<file path="src/rtl/ddr5_cmd_responder.sv">
// ddr5_cmd_responder: two-beat DDR5 command responder with bank table, tRCD/tRP waits and read-return pipe
module ddr5_cmd_responder #(
    parameter int RD_LAT = 4,
    parameter int T_RCD  = 3,
    parameter int T_RP   = 2
) (
    input  logic        i_clk,
    input  logic        i_rst_n,
    input  logic        i_cmd_valid,
    output logic        o_cmd_ready,
    input  logic [2:0]  i_cmd_op,
    input  logic [2:0]  i_cmd_bg,
    input  logic [1:0]  i_cmd_ba,
    input  logic [15:0] i_cmd_addr,
    output logic        o_rd_valid,
    output logic [2:0]  o_rd_bg,
    output logic [1:0]  o_rd_ba,
    output logic [15:0] o_rd_row,
    output logic [5:0]  o_rd_col,
    output logic        o_wr_ack,
    output logic        o_err,
    output logic [2:0]  o_err_code,
    output logic [5:0]  o_open_cnt
);
    localparam logic [2:0] OP_NOP = 3'd0, OP_ACT1 = 3'd2, OP_RD1 = 3'd4, OP_WR1 = 3'd6, OP_PRE = 3'd7;
    typedef enum logic [1:0] {IDLE, HALF, WAIT} state_t;
    state_t      r_state, w_next;
    logic        r_ready, r_wr_ack, r_err;
    logic [3:0]  r_timer;
    logic [31:0] r_open;
    logic [15:0] r_row [32];
    logic [2:0]  r_lop, r_code;
    logic [4:0]  r_lidx;
    logic [15:0] r_laddr;
    logic [5:0]  r_cnt;
    logic        r_pv [RD_LAT];
    logic [26:0] r_pd [RD_LAT];
    logic        w_hs, w_match, w_latch, w_act, w_pre, w_rd, w_wr, w_err;
    logic [2:0]  w_code;
    logic [4:0]  w_idx;

    assign w_hs    = i_cmd_valid & r_ready;
    assign w_idx   = {i_cmd_bg, i_cmd_ba};
    assign w_match = (i_cmd_op == r_lop + 3'd1) && (w_idx == r_lidx);

    always_ff @(posedge i_clk) begin
        if (!i_rst_n) r_state <= IDLE;
        else          r_state <= w_next;
    end

    always_comb begin
        w_next  = r_state;
        w_latch = 1'b0;
        w_act   = 1'b0;
        w_pre   = 1'b0;
        w_rd    = 1'b0;
        w_wr    = 1'b0;
        w_err   = 1'b0;
        w_code  = 3'd0;
        case (r_state)
            IDLE: begin
                if (w_hs && i_cmd_op[0] && i_cmd_op != OP_PRE) begin
                    w_latch = 1'b1;
                    w_next  = HALF;
                end else if (w_hs && i_cmd_op == OP_PRE) begin
                    w_pre  = 1'b1;
                    w_next = WAIT;
                end else if (w_hs && i_cmd_op != OP_NOP) begin
                    w_err  = 1'b1;
                    w_code = 3'd1;
                end
            end
            HALF: begin
                // odd opcodes are first halves or PRE, all illegal while a half is pending
                if (w_hs && i_cmd_op != OP_NOP) begin
                    w_next = IDLE;
                    if (i_cmd_op[0]) begin
                        w_err  = 1'b1;
                        w_code = 3'd1;
                    end else if (!w_match) begin
                        w_err  = 1'b1;
                        w_code = 3'd2;
                    end else if (i_cmd_op == OP_ACT1) begin
                        w_err  = r_open[r_lidx];
                        w_code = r_open[r_lidx] ? 3'd3 : 3'd0;
                        w_act  = !r_open[r_lidx];
                        w_next = r_open[r_lidx] ? IDLE : WAIT;
                    end else if (r_open[r_lidx]) begin
                        w_rd = i_cmd_op == OP_RD1;
                        w_wr = i_cmd_op == OP_WR1;
                    end else begin
                        w_err  = 1'b1;
                        w_code = 3'd4;
                    end
                end
            end
            WAIT: w_next = r_timer <= 4'd1 ? IDLE : WAIT;
            default: w_next = IDLE;
        endcase
    end

    always_ff @(posedge i_clk) begin
        if (!i_rst_n) begin
            r_ready  <= 1'b1;
            r_timer  <= '0;
            r_open   <= '0;
            r_lop    <= '0;
            r_lidx   <= '0;
            r_laddr  <= '0;
            r_cnt    <= '0;
            r_wr_ack <= 1'b0;
            r_err    <= 1'b0;
            r_code   <= '0;
        end else begin
            r_ready <= w_next != WAIT;
            if (w_latch) begin
                r_lop   <= i_cmd_op;
                r_lidx  <= w_idx;
                r_laddr <= i_cmd_addr;
            end
            if (w_act) begin
                r_open[r_lidx] <= 1'b1;
                r_timer        <= 4'(T_RCD);
                r_cnt          <= r_cnt + 6'd1;
            end else if (w_pre) begin
                r_open[w_idx] <= 1'b0;
                r_timer       <= 4'(T_RP);
                if (r_open[w_idx]) r_cnt <= r_cnt - 6'd1;
            end else if (r_state == WAIT) begin
                r_timer <= r_timer - 4'd1;
            end
            r_wr_ack <= w_wr;
            r_err    <= w_err;
            if (w_err) r_code <= w_code;
        end
    end

    always_ff @(posedge i_clk) begin
        if (w_act) r_row[r_lidx] <= r_laddr;
    end

    always_ff @(posedge i_clk) begin
        if (!i_rst_n) begin
            for (int k = 0; k < RD_LAT; k++) begin
                r_pv[k] <= 1'b0;
                r_pd[k] <= '0;
            end
        end else begin
            r_pv[0] <= w_rd;
            r_pd[0] <= w_rd ? {r_lidx, r_row[r_lidx], r_laddr[5:0]} : '0;
            for (int k = 1; k < RD_LAT; k++) begin
                r_pv[k] <= r_pv[k-1];
                r_pd[k] <= r_pd[k-1];
            end
        end
    end

    assign o_cmd_ready = r_ready;
    assign o_rd_valid  = r_pv[RD_LAT-1];
    assign {o_rd_bg, o_rd_ba, o_rd_row, o_rd_col} = r_pd[RD_LAT-1];
    assign o_wr_ack    = r_wr_ack;
    assign o_err       = r_err;
    assign o_err_code  = r_code;
    assign o_open_cnt  = r_cnt;
endmodule

</file>
<file path="config.mk">
export PLATFORM = sky130hd
export DESIGN_NAME = ddr5_cmd_responder
export DESIGN_NICKNAME = d
export VERILOG_FILES = /design/src/rtl/ddr5_cmd_responder.sv
export SDC_FILE = /design/constraint.sdc
export NUM_CORES = 1
export LEC_CHECK = 0
export ABC_CLOCK_PERIOD_IN_PS = 9000
export CAP_MARGIN = 10
export CORE_MARGIN = 2
export CORE_UTILIZATION = 46
export DETAILED_ROUTE_END_ITERATION = 12
export PLACE_DENSITY = 0.6
export SLEW_MARGIN = 20
export SYNTH_ARGS = -nofsm -noshare
export SYNTH_HDL_FRONTEND = slang
export SYNTH_SLANG_ARGS = --single-unit
</file>
<file path="constraint.sdc">
create_clock -name i_clk -period 9 [get_ports i_clk]
set_input_delay 1.8 -clock i_clk [delete_from_list [all_inputs] [get_ports i_clk]]
set_output_delay 1.8 -clock i_clk [all_outputs]
set_load 0.005 [all_outputs]
</file>
# Word level (Yosys, flattened, before mapping)
# Memories as Yosys holds them, arrays and structs flattened. A register that Yosys moved wholly into a read port is not among the register bits.
# Index checks and enable logic that the tools add are counted.
# totals
regBits	74
latchBits	0
ram_bits	624
mem_bits_ro	0
in_bits	27
out_inout_bits	40
word_cells	142
n_memories	3
# mem_list
name	words	width	rd	rd_ports_with_merged_regs	write_ports	line	rtl
r_row	32	16	1	1	1	31	logic [15:0] r_row [32];
r_pd	4	27	4	0	4	37	logic [26:0] r_pd [RD_LAT];
r_pv	4	1	4	0	4	36	logic r_pv [RD_LAT];
# classes
add_sub_neg	4
mul	0
div	0
order_cmp	5
eq_ne	10
shifts	0
mux	75
bitwise_logic	17
n_reduce_logical	16
# ops
operator	n
$mux 27	5
$mux 32	2
$mux 1	39
$and 32x32->32	1
$not 32->32	1
$or 32x32->32	1
$mux 2	12
$mux 6	3
$mux 3	5
$lt 5x6->1 const B	2
$bmux 1 s5	2
$demux 1 s5	2
$ge 5x1->1 const B	2
$mux 5	2
$eq 3x3->1 const B	3
$or 1x1->1	8
$logic_and 1x1->1	7
$reduce_or 7->1	1
$add 6x1->6 const B	1
$pmux 2 s3	1
$pmux 3 s2	1
$reduce_bool 3->1	2
$sub 6x1->6 const B	1
$eq 5x5->1	1
17 further kinds	22

# Depth between registers and ports, before layout
# depth
depth_word	10
ltp_mapped	16
mapped_depth_nobuf	15

# Least setup slack after synthesis
# OpenSTA, ideal clock, no wires.
# synth_timing
path_type	input to register
from	in i_cmd_op[1]
to	reg r_cnt[5] (netlist: o_open_cnt[5])
t_arrival_ns	4.305
required_time_ns	8.869
slack_ns	4.564
cell_stages	13
path_buffers	1
path_cell_list	clkbuf_1 and2_1 ha_1 nand4b_1 nor4b_4 inv_1 ha_1 a21oi_1 nand2_1 a31o_2 and4b_1 a21oi_1 nand4_1
# synth_between
elab_chain_cells	8
elab_cells_between_ends	21
# synth_rtl
item	line	rtl
start, declared	11	input logic [2:0] i_cmd_op,
$eq 3x2->1 or $eq 3x3->1 (tied branches)	83, 44	
$mux 1 or $logic_and 1x1->1 (tied branches)	83, 44	
$mux 1	80	end else if (!w_match) begin
$mux 1	77	if (i_cmd_op[0]) begin
$mux 1	75	if (w_hs && i_cmd_op != OP_NOP) begin
$mux 1	60	case (r_state)
$reduce_bool 2->1 (no source line)	n/a	
$reduce_and 2->1 (no source line)	n/a	
end signal, assigned	124	r_cnt <= r_cnt + 6'd1;
end signal, assigned	128	if (r_open[w_idx]) r_cnt <= r_cnt - 6'd1;
end, declared	35	logic [5:0] r_cnt;
# Several ways; a longest one is shown, not always the timed one.
# A chain may end at the register's enable or synchronous reset.

# Worst setup path in the final report
# layout_timing
from	reg r_lidx[0]
to	mem r_row[13][3], enable pin
# layout_between
elab_chain_cells	10
elab_cells_between_ends	12
# layout_rtl
item	line	rtl
start, declared	33	logic [4:0] r_lidx;
start signal, assigned	118	r_lidx <= w_idx;
$bmux 1 s5	86	w_act = !r_open[r_lidx];
$mux 1 (implied by the code)	86	
$logic_not 1->1	86	
$mux 1	83	end else if (i_cmd_op == OP_ACT1) begin
$mux 1	80	
$mux 1	77	
$mux 1	75	
$mux 1	60	
$mux 1	139	if (w_act) r_row[r_lidx] <= r_laddr;
$mux 1 (implied by the code)	139	
end, declared	31	
# Several ways; a longest one is shown, not always the timed one. The select of a mux whose other input is x is not followed.

==> results.ini <==
[clocking]
cts_resized = 0
post_cts.repair.setup_buffers = 0
cts_num_sinks = 703
h-tree-depth = 3
postCtsHoldBufs = 0
cts_root_buffer = clkbuf_16
cts.path.max_buffers = 3
cts_tree = yes
numCtsBuffers = 72
path_clk_slew_ns = 0.06
clk_latency_ns = 0.62

[worst_setup_path]
critPathRequiredTime_ns = 9.22
crit_fanout = 19
cp-start-kind = flop
endpoint_kind = flop
arrival_ns = 6.13
critPathKind = flop to flop

[power_and_ir_drop]
p_total_mw = 6.72
leakage_nw = 10.4
peakVddDrop_mv = 0.149
p_per_area_nw_per_um2 = 221

[die]
die_area_sq_um = 59500
start_util = 0.467
fp.dieW_um = 244
coreArea_sq_um = 56700
fp-row-count = 87
die_h_um = 244
io_pins = 67

[timing]
slew_headroom = 0.274
worst_pin_slew_ns = 1.09
tns_ns = 0
setup_violations = 0
finClkSkew_ns = 0.0241
post-route-period-util = 0.657
min_period_ns = 5.91
rsz0062_at_grt = false
fmaxAchievable_ghz = 0.169
hold_viol = 0
final_max_slew_viol_count = 0

[placed_design]
dp_cells = 2216
place_congestion = 0.846
hpwl_um = 39000
io_buffer_count = 66

[flow_run]
maxCapViolCount = 0

[routing]
drtIter0Drc = 1125
via_count = 13400
ant_nets = 0
wl_per_cell_um = 26.4
drt-total-wl_um = 62100
dr.pass1.iters = 5
vias_per_cell = 5.73
post-route-drc-count = 0

[grt]
grt_max_degree = 93
antenna_found_initial = 0
grt_use_total = 0.212
grt_pass1_wl_um = 91800
grt-ovfl-total = 0
grt_pass1_vias = 13500

[synth]
synth_area_leader_cell = edfxtp_1
syn-mean-instance-area_sq_um = 18.2
ys.warnings.count = 0
syn_area_sq_um = 26500
synth_top_area_frac = 0.580
synth_cell_types = 55
synth_ff_type = edfxtp_1
synthCells = 1458
synth-async-reset-ratio = 0
synth-edff-count = 512
synth_nets = 1498
synth-seq-cells = 703
synth.area.top_cells = edfxtp_1 (58%), dfxtp_1 (14%), mux4_2 (14%), and2_1 (2.1%), o221a_2 (1.1%)
yosysSeqAreaShare = 0.725

[hold_path]
hp-class = flop to flop

[finish]
postLayoutCoreUtil = 0.536
area_growth_pct = 14.8
fill_cells = 4448
final_cells = 2347
nets = 1574
drive_gt1_frac = 0.241

[status]
status = finished clean

-- layer usage --
layer  part of all wire  GRT usage  wire length (um)  vias up
li1                   -          -                 -     5868
met3              0.043     0.0344              2670       99
met1               0.42      0.286             26300     7086
met4              0.027     0.0590              1680        0
met5                  0          0                 0        -
met2               0.51      0.358             31400      387
-- worst paths after layout --
path	start	to	slack [ns]	cells after the start
hold reg to reg	r_pv[2]$_DFF_P_	r_pv[3]$_DFF_P_	0.43	1
setup reg to reg	r_lidx[0]$_SDFFE_PN0P_	r_row[13][3]$_DFFE_PP_	3.09	9
hold / removal	r_pv[2]$_DFF_P_	r_pv[3]$_DFF_P_	0.43	1
setup / recovery	r_lidx[0]$_SDFFE_PN0P_	r_row[13][3]$_DFFE_PP_	3.09	9
-- state kept, by name (all words and copies together) (netlist names), 4 cells and up, named ones only --
name        flops
r_row         512
r_pd          108
r_open         32
r_lidx          5
r_timer         4
r_pv            4
o_open_cnt      6
r_laddr        16
-- cells by family after synthesis --
family,synth area share
mux,0.156
buf+inv,0.0173
fa+ha+maj,0.00642
xor+xnor,0.00496
compound gates,0.0291
flops,0.725
simple gates,0.0614
-- worst max-delay path, cell delays in order (launching register included) --
cell	delay, ns
dfxtp_1	0.85
mux4_2	0.61
inv_1	0.09
o22ai_1	0.09
nor4_2	0.58
ha_1	0.26
nand4b_1	0.23
nor4b_4	0.94
nand3_1	0.82
nor2_2	1.06
-- report_power, final --
| part | total [mW] | switching [mW] | internal [mW] |
|---|---|---|---|
| Sequential | 3.51 | 0.0391 | 3.47 |
| Clock | 3.01 | 1.23 | 1.78 |
| Combinational | 0.206 | 0.119 | 0.0863 |
| Total | 6.72 | 1.39 | 5.33 |
-- placed cells by master, fill, tap and decap left out, types with 6 or more instances in the layout --
master / n
edfxtp_1: 512
dfxtp_1: 180
mux4_2: 169
and2_1: 89
nand2_1: 78
clkbuf_16: 76
clkdlybuf4s50_1: 65
nor2_1: 44
nor2_2: 31
a21oi_1: 31
mux2i_1: 30
inv_1: 29
o221a_2: 27
nand3_1: 26
buf_4: 18
clkbuf_1: 14
ha_1: 12
clkinv_2: 12
xnor2_1: 10
nor3_1: 10
dfxtp_2: 9
clkbuf_8: 9
o22ai_1: 6
nor2b_1: 6
-- Yosys cell counts (all sizes together), types with 5 or more instances --
| master | number |
|---|---|
| a21oi | 31 |
| and2 | 90 |
| buf | 23 |
| clkbuf | 58 |
| dfxtp | 191 |
| edfxtp | 512 |
| ha | 12 |
| inv | 30 |
| mux2i | 30 |
| mux4 | 169 |
| nand2 | 78 |
| nand3 | 26 |
| nor2 | 76 |
| nor2b | 6 |
| nor3 | 10 |
| o21ai | 5 |
| o221a | 32 |
| o22ai | 6 |
| xnor2 | 10 |
| xor2 | 5 |
-- area by class of cell --
class | count | area (sq um) | area share
clock buffers | 100 | 2080 | 0.0685
multi-input cells | 644 | 6930 | 0.228
repair buffers | 83 | 786 | 0.0258
flip-flops and latches | 703 | 19200 | 0.632
diodes | 1 | 2.50 | 0.0000823
well taps | 756 | 946 | 0.0311
clock inverters | 30 | 334 | 0.0110
inverters | 30 | 113 | 0.00370
-- metrics by stage --
stage | hold WS (ns) | instance area (sq um) | setup slack (ns)
global route | 0.444 | 30400 | 2.76
finish | 0.429 | 30400 | 3.09
global placement | 0.415 | 28000 | 2.86
CTS | 0.431 | 30400 | 3.14
floorplan | 0.406 | 26500 | 4.56
detailed placement | 0.417 | 28000 | 2.68
(Power assumes the default switching activity.)
==> RTL edit 1 (same settings) <==
`RD_LAT`: 4 -> 8.
--- a/src/rtl/ddr5_cmd_responder.sv
+++ b/src/rtl/ddr5_cmd_responder.sv
@@ -1,6 +1,6 @@
 // ddr5_cmd_responder: two-beat DDR5 command responder with bank table, tRCD/tRP waits and read-return pipe
 module ddr5_cmd_responder #(
-    parameter int RD_LAT = 4,
+    parameter int RD_LAT = 8,
     parameter int T_RCD  = 3,
     parameter int T_RP   = 2
 ) (
Check against the original RTL: same outputs for any inputs over 4 cycles, from zero or initial values and one cycle with i_rst_n low; that may be too few to reach the edited logic, so the function may still have changed.
==> RTL edit 1 against the original RTL <==
- count of clock-buffer cells in the layout grew 13
- power grew 16%
- wire length rose by 2.6%
- non-clock buffer count increased by 7
- final area increased by 12%
- worst setup slack improved by 0.91 ns
- sequential power grew 14%
- clock skew is 0.0021 ns higher
- synthesized cell count grew 18%
- final cell count up 15%
- clock power up 17%
- area after synthesis is 13% higher
- critical path depth fell by 1
- sequential cell count is 112 higher
==> RTL edit 1: results (changes against the original RTL) <==
Outcome:
- The flow ran to the end, and the final reports show no timing, DRC or antenna violations.

Placement:
- The number of placed instances with taps included is 2,547 (+15%).
- The post-place instance area is 0.0312 mm2 (+11%).
- The post-place setup slack is 3.35 ns (+0.668 ns).
- The placed wire-length estimate is 39,600 um (+1.3%).
- The weighted congestion reported at the end of routability-driven placement is 0.969 (+15%).

Logic synthesis:
- Sorting the synthesized cells by area gives the leading types as sky130_fd_sc_hd__edfxtp_1, sky130_fd_sc_hd__dfxtp_1, sky130_fd_sc_hd__mux4_2.
- The gate count of the mapped netlist is 1,726 (+18%).
- The commonest cells after synthesis are sky130_fd_sc_hd__edfxtp_1, sky130_fd_sc_hd__dfxtp_1, sky130_fd_sc_hd__and2_1.
- The fraction of the yosys area taken by sequential cells is 71.9% (-0.60 points).
- The post-synthesis net count is 1,765 (+18%).
- The number of enable-type register cells in the synthesized netlist is 512 (unchanged).
- The total number of yosys warnings is 0 (unchanged).
- The number of library cell types mapped by synthesis came to 63 (+15%).

Global routing:
- The met3 usage is 4.96% (+1.5 points).
- The pin count of the biggest net entering global routing was 129 (+39%).
- The global-route met2 utilization is 27.8% (-8.0 points).
- The via count of the first global-routing pass is 14.4k (+7.1%).
- The met1 demand-to-capacity share in global routing came to 28.7% (+0.050 points).
- The number of antenna violations at the first check in global routing came to 1 (+1).
- The aggregate global-route resource usage is 19.2% (-1.9 points).
- The global-route wire length before repair is 94,300 um (+2.8%).

Power and ir drop:
- The maximum resistive drop on vdd is 0.146 mV (-1.8%).
- The leakage power of the design was 0.0105 uW (+1.2%).

Route:
- The sum of routed wire length over all layers is 63,700 um (+2.6%).
- The wire length on met3 came to 5550 um (+110%).
- The first-pass iteration count of the detailed router is 5 (unchanged).
- The highest routed metal layer is met4.
- The post-route met1 wirelength is 28,900 um (+9.7%).
- The routed length on met2 is 27,700 um (-12%).
- The mean routed wirelength per cell is 23.6 um (-11%).
- The via count is 14.8k (+10%).
- The DRC marker count from the first detailed-route iteration is 1,679 (+49%).

Timing:
- The transition time at the pin with the least slew margin came to 1.12 ns (+0.0371 ns).
- The worst clock skew on the final layout is 0.0262 ns (+0.00214 ns).

Clock tree:
- The H-tree depth was 3 (unchanged).
- The post-CTS setup buffer count came to 0 (unchanged).
- The clock insertion delay at the later pin of the skew report is 0.64 ns (+0.02 ns).
- The register clock-pin slew on the reported worst setup and hold paths was 0.06 ns (about the same).
- The number of buffers inserted during clock tree synthesis is 83 (+15%).
- The clock tree root driver cell is sky130_fd_sc_hd__clkbuf_16.

Setup path:
- The data arrival time of the critical path is 5.25 ns (-0.88 ns).
- The highest net fanout along the worst path is 17 (-2).

Finish:
- The filler cell count is 5,068 (+14%).
- The largest registers in the layout are r_row (512), r_pd (216), r_open (32).
- The area of the multi-input gates is 0.00772 mm2 (+11%).
- The proportion of layout cells with a drive suffix above 1 came to 21.7% (-2.4 points).
- The count of antenna diodes in the layout is 0 (-1).
RTL edit 1: cell type report:
class / count / share of cell area, %
clock buffers: 113 / 6.81
clock inverters: 42 / 1.50
inverters: 22 / 0.247
multi-input cells: 765 / 22.7
flip-flops and latches: 815 / 63.1
well taps: 855 / 3.15
repair buffers: 90 / 2.48
RTL edit 1: critical path: stages:
cell and delay, ns:
sky130_fd_sc_hd__clkdlybuf4s50_1 0.73, sky130_fd_sc_hd__nor2_1 0.11, sky130_fd_sc_hd__or3_1 0.40, sky130_fd_sc_hd__nor2_2 0.19
sky130_fd_sc_hd__nand3_2 0.22, sky130_fd_sc_hd__inv_2 0.20, sky130_fd_sc_hd__nand3b_1 0.57, sky130_fd_sc_hd__nor2_2 1.01
RTL edit 1: report_power, final:
part / internal, uW / switching, uW
Combinational: 107 / 155
Sequential: 3970 / 35.7
Clock: 2080 / 1430
RTL edit 1: final timing paths:
| kind | cells past startpoint | start | end | slack [ns] |
|---|---|---|---|---|
| max reg2reg | 9 | r_lidx[0]$_SDFFE_PN0P_ | r_row[22][5]$_DFFE_PP_ | 4.08 |
| min | 1 | r_pd[0][39]$_SDFF_PN0_ | r_pd[0][66]$_SDFF_PN0_ | 0.42 |
| min reg2reg | 1 | r_pd[0][39]$_SDFF_PN0_ | r_pd[0][66]$_SDFF_PN0_ | 0.42 |
| max | 8 | i_cmd_op[2] | r_row[22][5]$_DFFE_PP_ | 3.99 |
RTL edit 1: cells by family after synthesis:
group | after synthesis | synth area share (%)
compound gates | 99 | 2.62
xor+xnor | 14 | 0.507
fa+ha+maj | 12 | 0.528
buf+inv | 146 | 2.51
flops | 815 | 71.9
mux | 200 | 13.8
simple gates | 440 | 8.19
==> RTL edit 2 (config.mk and constraints unchanged) <==
Made on the original files. Make the reset (`i_rst_n`) asynchronous in 3 clocked blocks.
--- a/src/rtl/ddr5_cmd_responder.sv
+++ b/src/rtl/ddr5_cmd_responder.sv
@@ -43,7 +43,7 @@
     assign w_idx   = {i_cmd_bg, i_cmd_ba};
     assign w_match = (i_cmd_op == r_lop + 3'd1) && (w_idx == r_lidx);
 
-    always_ff @(posedge i_clk) begin
+    always_ff @(posedge i_clk or negedge i_rst_n) begin
         if (!i_rst_n) r_state <= IDLE;
         else          r_state <= w_next;
     end
@@ -99,7 +99,7 @@
         endcase
     end
 
-    always_ff @(posedge i_clk) begin
+    always_ff @(posedge i_clk or negedge i_rst_n) begin
         if (!i_rst_n) begin
             r_ready  <= 1'b1;
             r_timer  <= '0;
@@ -139,7 +139,7 @@
         if (w_act) r_row[r_lidx] <= r_laddr;
     end
 
-    always_ff @(posedge i_clk) begin
+    always_ff @(posedge i_clk or negedge i_rst_n) begin
         if (!i_rst_n) begin
             for (int k = 0; k < RD_LAT; k++) begin
                 r_pv[k] <= 1'b0;
Check against the original RTL: differs if i_rst_n is asserted again (counterexample within 4 cycles, from zero or initial values and one cycle with i_rst_n low); with i_rst_n held inactive, the same outputs for 4 cycles.
==> RTL edit 2 against the original RTL <==
- worst setup slack better by 0.017 ns
- via count is 3.8% lower
- wire length is 0.97% higher
- final area is 1.5% lower
- sequential cell count is 5 lower
- area after synthesis is 0.81% lower
Power is not compared: it rests on default switching activity, and its combinational part moved more than twofold at a synthesized area within 25%.
==> RTL edit 2: results (changes against the original RTL) <==
Outcome:
- The flow ran to the end, and the final reports show no timing, DRC or antenna violations.

Route:
- The DRC marker count from the first detailed-route iteration came to 1,337 (+19%).
- The post-detailed-route via-to-cell ratio came to 5.84 (+2.0%).
- The first-pass iteration count of the detailed router was 7 (+2).
- The via count is 12.9k (-3.8%).
- The mean routed wirelength per cell is 28.3 um (+7.0%).

Logic synthesis:
- By count the netlist is led by sky130_fd_sc_hd__edfxtp_1, sky130_fd_sc_hd__dfrtp_1, sky130_fd_sc_hd__mux4_2.
- The fraction of registers with async set or reset after synthesis is 26.6% (+27 points).
- The average instance area after synthesis is 19.8 um2 (+9.0%).
- The post-synthesis net count is 1,365 (-8.9%).
- Sorting the synthesized cells by area gives the leading types as sky130_fd_sc_hd__edfxtp_1, sky130_fd_sc_hd__dfrtp_1, sky130_fd_sc_hd__mux4_2.
- The fraction of the yosys area taken by sequential cells is 76.2% (+3.8 points).
- The number of library cell types mapped by synthesis is 57 (+3.6%).

Finish:
- The filler cell count is 4,493 (+1.0%).
- The largest registers in the layout are r_row (512), r_pd (81), r_open (32).
- The proportion of layout cells with a drive suffix above 1 is 23.6% (-0.46 points).

Timing:
- The worst clock skew on the final layout came to 0.0180 ns (-0.00603 ns).
- The transition time at the pin with the least slew margin is 1.09 ns (+0.00751 ns).

Placement:
- The weighted congestion reported at the end of routability-driven placement is 0.862 (+1.9%).
- The number of placed instances with taps included is 2,083 (-6.0%).
- The post-place instance area is 0.0277 mm2 (-0.94%).

Global routing:
- The met3 usage was 3.44% (+0.0037 points).
- The met1 demand-to-capacity share in global routing came to 30.4% (+1.7 points).
- The aggregate global-route resource usage came to 21.6% (+0.45 points).
- The global-route met2 utilization came to 34.7% (-1.1 points).
- The via count of the first global-routing pass is 13.1k (-3.1%).

Hold path:
- The startpoint of the worst hold path is r_pd[33]$_DFF_PN0_.

Setup path:
- The highest net fanout along the worst path is 20 (+1).
- The startpoint of the worst setup timing path is i_cmd_ba[1].

Clock tree:
- The number of buffers inserted during clock tree synthesis is 71 (-1.4%).
[RTL edit 2: metrics by stage]
stage,util [%],setup slack (ns),hold WS [ns]
3_5_place_dp,49.2,2.59,0.335
4_1_cts,53.1,3.17,0.346
5_1_grt,53.1,2.97,0.349
6_report,53.1,3.11,0.344
3_3_place_gp,49.2,2.66,0.331
2_1_floorplan,-,4.65,0.331
[RTL edit 2: routing by layer]
layer | part of all wire (%) | up-vias
met5 | 0 | -
met4 | 3.0 | 0
met3 | 5.7 | 105
met2 | 49 | 481
met1 | 42 | 6914
li1 | - | 5426
[RTL edit 2: final cells by class]
cell class / instances / share of cell area, %
flip-flops and latches: 698 / 66.9
diodes: 2 / 0.0167
multi-input cells: 523 / 19.4
clock buffers: 95 / 6.45
well taps: 756 / 3.16
inverters: 9 / 0.113
clock inverters: 34 / 0.998
repair buffers: 97 / 3.00
[RTL edit 2: cells by family after synthesis]
logic type / share of synthesized area [%]
flip-flops: 76.2
multiplexers: 13.4
AO/OA/AOI/OAI: 3.64
XOR/XNOR: 0.567
adder cells (fa/ha/maj): 0.552
AND/OR/NAND/NOR: 3.56
buffers and inverters: 2.03
[RTL edit 2: critical path, stage by stage]
cell and delay, ns:
sky130_fd_sc_hd__clkdlybuf4s50_1 0.98, sky130_fd_sc_hd__xnor2_1 0.42, sky130_fd_sc_hd__nand4_1 0.21, sky130_fd_sc_hd__nor4b_4 0.64, sky130_fd_sc_hd__nand4b_1 0.90, sky130_fd_sc_hd__nor2_2 1.16
[RTL edit 2: path summary, 6_finish.rpt]
kind                       slack (ns)  depth (start not counted)                      end
hold / removal                   0.34                          0    o_rd_row[0]$_DFF_PN0_
setup / recovery                 3.11                          6   r_row[30][7]$_DFFE_PP_
max in group asynchronous        6.55                          2    o_rd_col[0]$_DFF_PN0_
hold reg to reg                  0.34                          0    o_rd_row[0]$_DFF_PN0_
setup reg to reg                 3.17                          8   r_row[30][7]$_DFFE_PP_
min in group asynchronous        1.14                          1  r_laddr[14]$_DFFE_PN0P_
[RTL edit 2: report_power, final]
group | switching [uW] | total, uW | leakage, uW | internal [uW]
Clock | 1210 | 2810 | 0.00108 | 1610
Combinational | 1360 | 2190 | 0.00219 | 836
Sequential | 224 | 4120 | 0.00713 | 3900
